**src/rtl/parity_pkg.sv**
```systemverilog
// rtl/parity_pkg.sv - shared types and constants for the parity serial transmitter
package parity_pkg;

    typedef enum logic [1:0] {
        IDLE   = 2'd0,
        SHIFT  = 2'd1,
        PARITY = 2'd2
    } tx_state_t;

    localparam int PARITY_EVEN     = 0;
    localparam int PARITY_ODD_MODE = 1;
    localparam int DEFAULT_DATA_W  = 8;

endpackage

```
**src/rtl/parity_gen.sv**
```systemverilog
// rtl/parity_gen.sv - reduction-XOR parity over a data word, with even/odd mode select
module parity_gen
    import parity_pkg::*;
#(
    parameter int DATA_W = DEFAULT_DATA_W
) (
    input  logic [DATA_W-1:0] data_i,
    input  logic              odd_i,
    output logic              parity_o
);

    assign parity_o = (^data_i) ^ odd_i;

endmodule

```
**src/rtl/parity_serial_tx.sv**
```systemverilog
// rtl/parity_serial_tx.sv - LSB-first serialiser that appends a parity bit to each accepted word
module parity_serial_tx
    import parity_pkg::*;
#(
    parameter int DATA_W     = DEFAULT_DATA_W,
    parameter int PARITY_ODD = PARITY_EVEN,
    parameter int COUNT_W    = 16
) (
    input  logic               clk,
    input  logic               rst,
    input  logic [DATA_W-1:0]  data_in,
    input  logic               data_valid,
    output logic               data_ready,
    input  logic               inject_err,
    output logic               tx_bit,
    output logic               tx_valid,
    output logic               tx_last,
    output logic               busy,
    output logic [COUNT_W-1:0] frame_count
);

    localparam int                   BIT_CNT_W = (DATA_W > 2) ? $clog2(DATA_W) : 1;
    localparam logic [BIT_CNT_W-1:0] LAST_BIT  = BIT_CNT_W'(DATA_W - 1);
    localparam logic                 MODE_ODD  = (PARITY_ODD == PARITY_ODD_MODE);

    tx_state_t              state_q, state_d;
    logic [DATA_W-1:0]      shreg_q, shreg_d;
    logic                   par_q, par_d;
    logic [BIT_CNT_W-1:0]   bit_cnt_q, bit_cnt_d;
    logic [COUNT_W-1:0]     frame_cnt_q, frame_cnt_d;
    logic                   accept;
    logic                   gen_par;

    // Ready in PARITY as well as IDLE so the next frame follows with no gap.
    assign data_ready = !rst && (state_q == IDLE || state_q == PARITY);
    assign accept     = data_valid && data_ready;

    parity_gen #(
        .DATA_W (DATA_W)
    ) u_parity_gen (
        .data_i   (data_in),
        .odd_i    (MODE_ODD),
        .parity_o (gen_par)
    );

    always_ff @(posedge clk) begin
        if (rst) begin
            state_q <= IDLE;
        end else begin
            state_q <= state_d;
        end
    end

    always_comb begin
        state_d = state_q;
        case (state_q)
            IDLE:    if (accept) state_d = SHIFT;
            SHIFT:   if (bit_cnt_q == LAST_BIT) state_d = PARITY;
            PARITY:  state_d = accept ? SHIFT : IDLE;
            default: state_d = IDLE;
        endcase
    end

    always_comb begin
        tx_valid = 1'b0;
        tx_last  = 1'b0;
        tx_bit   = 1'b0;
        busy     = 1'b0;
        case (state_q)
            SHIFT: begin
                tx_valid = 1'b1;
                tx_bit   = shreg_q[0];
                busy     = 1'b1;
            end
            PARITY: begin
                tx_valid = 1'b1;
                tx_last  = 1'b1;
                tx_bit   = par_q;
                busy     = 1'b1;
            end
            default: ;
        endcase
    end

    always_comb begin
        shreg_d     = shreg_q;
        par_d       = par_q;
        bit_cnt_d   = bit_cnt_q;
        frame_cnt_d = frame_cnt_q;
        if (state_q == SHIFT) begin
            shreg_d   = shreg_q >> 1;
            bit_cnt_d = bit_cnt_q + BIT_CNT_W'(1);
        end
        if (state_q == PARITY) begin
            frame_cnt_d = frame_cnt_q + COUNT_W'(1);
        end
        // Accept never coincides with SHIFT, so it cleanly overrides the shift path.
        if (accept) begin
            shreg_d   = data_in;
            par_d     = gen_par ^ inject_err;
            bit_cnt_d = '0;
        end
    end

    always_ff @(posedge clk) begin
        if (rst) begin
            shreg_q     <= '0;
            par_q       <= 1'b0;
            bit_cnt_q   <= '0;
            frame_cnt_q <= '0;
        end else begin
            shreg_q     <= shreg_d;
            par_q       <= par_d;
            bit_cnt_q   <= bit_cnt_d;
            frame_cnt_q <= frame_cnt_d;
        end
    end

    assign frame_count = frame_cnt_q;

endmodule

```
**config.mk**
```make
export PLATFORM = sky130hd
export DESIGN_NAME = parity_serial_tx
export DESIGN_NICKNAME = d
export VERILOG_FILES = /design/src/rtl/parity_pkg.sv /design/src/rtl/parity_gen.sv /design/src/rtl/parity_serial_tx.sv
export SDC_FILE = /design/constraint.sdc
export NUM_CORES = 1
export LEC_CHECK = 0
export BUFFER_PORTS_ARGS = -buffer_cell sky130_fd_sc_hd__buf_2
export CORE_MARGIN = 2
export CORE_UTILIZATION = 35
export CTS_CLUSTER_DIAMETER = 40
export DETAILED_ROUTE_END_ITERATION = 16
export GPL_ROUTABILITY_DRIVEN = 0
export PLACE_DENSITY = 0.61
export SETUP_SLACK_MARGIN = 0.2
export SYNTH_ARGS = -nofsm -noshare
export SYNTH_HDL_FRONTEND = slang
export SYNTH_SLANG_ARGS = --single-unit
```
**constraint.sdc**
```tcl
create_clock -name clk -period 5.05 [get_ports clk]
set_clock_uncertainty 0.05 [all_clocks]
set_input_delay 0.2525 -clock clk [delete_from_list [all_inputs] [get_ports clk]]
set_output_delay 0.2525 -clock clk [all_outputs]
set_load 0.03 [all_outputs]
```
# Word-level counts from Yosys, hierarchy flattened
# Cells that the tools add are included.
# op_classes
eq_ne	5
n_addsub	2
bitwise_logic	1
n_reduce_logical	10
muxes	9
# ops
operator	n
$add 16x1->16 const B	1
$mux 8	2
$reduce_xor 8->1	1
$pmux 2 s3	1
$mux 2	2
$ne 2x2->1 const B	2
$reduce_or 2->1	2
$add 3x1->3 const B	1
$eq 3x3->1 const B	1
$mux 1	3
$eq 2x1->1 const B	1
$eq 2x2->1 const B	1
$logic_and 1x1->1	2
$logic_not 2->1	1
$pmux 1 s2	1
$reduce_and 2->1	1
$reduce_bool 2->1	1
$logic_not 1->1	1
$logic_or 1x1->1	1
$xor 1x1->1	1
# totals
regBits	30
out_inout_bits	21

# Depth between registers and ports, before layout
# logic_depth
ltp_word	6
ltp_mapped	8
ltp_nobuf	6

# By module
# From an unflattened synthesis, not the netlist that was laid out.
# unflattened
cells_unflattened	163
hier_area_um2	1589.0
# by_module_without_submodules
module	cells_per_inst	area_per_inst_um2	n_inst	seq_area_each_um2
parity_serial_tx	156	1506.4	1	600.6
parity_gen	7	82.6	1	0.0

# Worst setup path after synthesis
# No wires, ideal clock.
# synth_timing
path_kind	register to register
start	register state_q[0]
end	register state_q[0]
required_time_ps	4929
setup_ps	71
period_less_slack_ps	2005
path_stages_with_launch	8
n_path_buf	1
arrival_ps	1885
setup_slack_ps	3045
cell_sequence	dfxtp_1 -> inv_1 -> ha_1 -> buf_4 -> o21ba_2 -> nand2_1 -> or3_1 -> a21oi_1
# synth_via
elab_chain_cells	6
elab_cells_between_ends	11
# synth_rtl
item	line_no	source
start: declaration	parity_serial_tx.sv:26	tx_state_t state_q, state_d;
start signal: assignment	parity_serial_tx.sv:50	state_q <= state_d;
$eq 2x2->1 / $logic_not 2->1 (equally long branches)	parity_serial_tx.sv:35	assign data_ready = !rst && (state_q == IDLE || state_q == PARITY);
$logic_or 1x1->1 *	parity_serial_tx.sv:35	
$logic_and 1x1->1 *	parity_serial_tx.sv:35	
via data_ready	parity_serial_tx.sv:13	output logic data_ready,
$logic_and 1x1->1 *	parity_serial_tx.sv:36	assign accept = data_valid && data_ready;
$mux 1 / $ne 2x2->1 (equally long branches)	-	
$pmux 2 s3 / $reduce_and 2->1 (equally long branches)	-	
# The timed path passes the listed nets; every way through them passes the cells marked *.
# A chain may end at the register's enable or synchronous reset.

# Worst setup path after layout
# layout_timing
start	register state_q[1]
end	output tx_bit
# layout_via
elab_chain_cells	2
elab_cells_between_ends	3
# layout_rtl
item	line_no	source
$eq 2x2->1 / $eq 2x1->1 (equally long branches)	parity_serial_tx.sv:69	case (state_q)
$pmux 1 s2 *	parity_serial_tx.sv:69	
end: declaration	parity_serial_tx.sv:15	output logic tx_bit,
# Mark *: on every way between the ends. The rest lies on a longest branch, timed or not.

==> metrics.yaml <==
global_route:
  grt_pass1_vias: 1032
  grtUsageTotal_pct: 12.6
  grt_pass1_wl_um: 4390
  grt_max_degree: 32
  grt_overflow: 0
  antenna_found_initial: 0
finish:
  area_growth_pct: 18.5
  antenna_cells: 0
  nets: 207
  drive_gt1_share_pct: 22.9
  design_area_um2: 1750
floorplan:
  rows: 23
  core_um2: 4030
  die_x_um: 68.9
  ios: 33
  die_h_um: 68.9
  initial_core_util_pct: 36.6
  die_area_um2: 4750
status:
  status: "complete, no violations"
detailed_routing:
  avgRoutedWirePerCell_um: 11.4
  via_per_inst: 4.82
  drc: 0
  vias: 1148
  totalWireLength_um: 2710
  ant_nets: 0
  drt_first_pass_iters: 4
  drt_iter0_drc: 69
sta:
  maxSlewViolCount: 0
  finalWorstSetupSlack_ns: 2.92
  rsz0062_at_grt: "no"
  max_freq_mhz: 468
  tightestPinTransition_ns: 0.646
  min_period_ns: 2.13
  slew_headroom_pct: 56.9
  setup_viol: 0
  finalCritPeriodShare_pct: 42.3
  tns_ns: 0
  hold-worst-slack_ns: 0.185
  finalHoldViolCount: 0
place:
  dp_slack_ns: 3.02
  numPortBuffers: 32
  placed_area_um2: 1660
  dpl.hpwl_um: 1970
hold_path:
  holdCritStartpoint: "data_in[7]"
  holdCritPathClass: "input pin to register"
  whs_path_depth: 3
  hold_end: "shreg_q[7]"
worst_setup_path:
  r2r_start: "state_q[0]"
  worstRegToRegCells: 6
  slowest_stage: "ha_1"
  path_max_fanout: 13
  worstPathRequired_ns: 4.75
  cpPeakStageDelay_ns: 0.58
  crit_chain: "inv_1 -> ha_1 -> a22oi_1 -> nor2b_1 -> buf_2"
  r2r_setup_slack_ns: 3.04
  cp.arrival_ns: 1.83
  worst_setup_path_start_kind: "register"
  endpoint_kind: "output pin"
  crit_family: "adder cells"
  path_buf_inv: 2
  rr_endpoint: "state_q[0]"
  critical_path_class: "register to output pin"
synthesis:
  synthArstFlopShare_pct: 0
  ys_seq_area_share_pct: 40.7
  yosysTopAreaCellShare_pct: 40.7
  synth_area_leaders: "dfxtp_1 41%, mux2i_1 7.5%, ha_1 6.8%"
  synthTopCellsByCount: "30 x dfxtp_1, 20 x nor2_1, 11 x mux2i_1, 11 x xor2_1, 8 x ha_1"
  ys_seq_elements: 30
  postSynthAreaPerCell_um2: 9.46
  synth_cells: 156
  yosys_warnings: 0
  syn-num-nets: 176
  synthMostInstantiatedCell: "dfxtp_1"
  synth_ff_type: "dfxtp_1"
  syn_area_um2: 1480
  synth_cell_types: 32
  synth-edff-count: 0
  synth.largest_area_cell: "dfxtp_1"
clock_tree:
  clk_latency_ns: 0.27
  cts-resized-gates: 0
  cts-root-buf: "clkbuf_8"
  htreeDepth: 2
  hold_buffers: 0
  cts.sinks: 30
  cts.clk_slew.worst_paths_ns: 0.06
  tritoncts: "done"
  cts_setup_buffers: 0
  cts_buffers: 5
  cts_max_path_buffers: 2
pwr:
  p_leak_nw: 0.752
  peakVddDrop_uv: 134
  p_per_area_nw_per_um2: 292
flow_run:
  drv_cap: 0
[per-stage QoR]
step           power (mW)  cells  util [%]
6_report            0.511    238      43.4
5_1_grt             0.535    238      43.4
4_1_cts             0.519    238      43.4
3_5_place_dp        0.319    230      41.1
3_3_place_gp        0.319    230      41.1
2_1_floorplan       0.304    156         -
[flip-flops by register name, summed over array words and instances, names as in the netlist]
signal	flops
state_q	2
frame_count	16
shreg_q	8
bit_cnt_q	3
par_q	1
[power breakdown]
group | internal [mW] | leakage (nW) | total (mW) | switching, mW
Clock | 0.110 | 0.0482 | 0.197 | 0.0877
Combinational | 0.0282 | 0.460 | 0.0622 | 0.0339
Sequential | 0.246 | 0.243 | 0.251 | 0.00550
Total | 0.384 | 0.752 | 0.511 | 0.127
[worst max-delay path by stage]
stage | start | cells after the start | end
global placement | state_q[0] | 6 | state_q[0]
global route | state_q[1] | 5 | tx_bit
detailed placement | state_q[0] | 6 | state_q[0]
finish | state_q[1] | 5 | tx_bit
floorplan | state_q[0] | 7 | state_q[0]
CTS | state_q[1] | 5 | tx_bit
[layer usage]
metal | vias up | track usage (%) | routed length [um]
met2 | 29 | 21.8 | 1240
met1 | 514 | 14.4 | 1270
li1 | 600 | - | -
met4 | 0 | 4.41 | 26
met5 | - | 0 | 0
met3 | 5 | 4.22 | 168
[tightest hold or removal path, cell delays in order]
cell and delay [ns]:
buf_2 0.11, nand2_1 0.05, a21oi_1 0.05
[cell families (layout without fill, tap and decap cells)]
family | Yosys count | in the layout | share of synthesized area, %
adders and majority gates | 8 | 8 | 6.79
buffers and inverters | 12 | 44 | 3.82
muxes | 11 | 11 | 7.46
xor gates and xnor gates | 19 | 19 | 12.2
and+or+nand+nor | 55 | 55 | 20.0
AOI/OAI and AO/OA | 21 | 21 | 8.99
DFF | 30 | 30 | 40.7
[area by class of cell]
type	instances	area (um2)
fill	421	2280
multi-input combinational	114	818
sequential	30	601
timing repair buffer	32	160
clock buffer	7	86.3
tap	50	62.6
inverter	4	15.0
clock inverter	1	5.00
[cell usage in the layout, fill, tap and decap left out]
| cell | n |
|---|---|
| clkbuf_8 | 6 |
| nand4_4 | 1 |
| o21ba_2 | 1 |
| nand4_1 | 2 |
| xnor3_1 | 1 |
| nor3_1 | 3 |
| xor2_1 | 11 |
| nor2_1 | 20 |
| nand3b_1 | 2 |
| or3_1 | 4 |
| o21ai_0 | 4 |
| a21oi_1 | 7 |
| a211oi_1 | 7 |
| mux2i_1 | 11 |
| nor2b_1 | 2 |
| a22oi_1 | 1 |
| and4_1 | 1 |
| xnor2_1 | 7 |
| clkbuf_1 | 1 |
| nand2b_1 | 1 |
| clkinv_2 | 1 |
| nand2_1 | 6 |
| inv_1 | 4 |
| dfxtp_1 | 30 |
| and4_4 | 1 |
| o31ai_1 | 1 |
| buf_2 | 32 |
| nand3_1 | 6 |
| and3_2 | 1 |
| or4_1 | 1 |
| and2_1 | 2 |
| ha_1 | 8 |
| and3_1 | 2 |
Note: power is estimated with default switching activity, not from simulation.
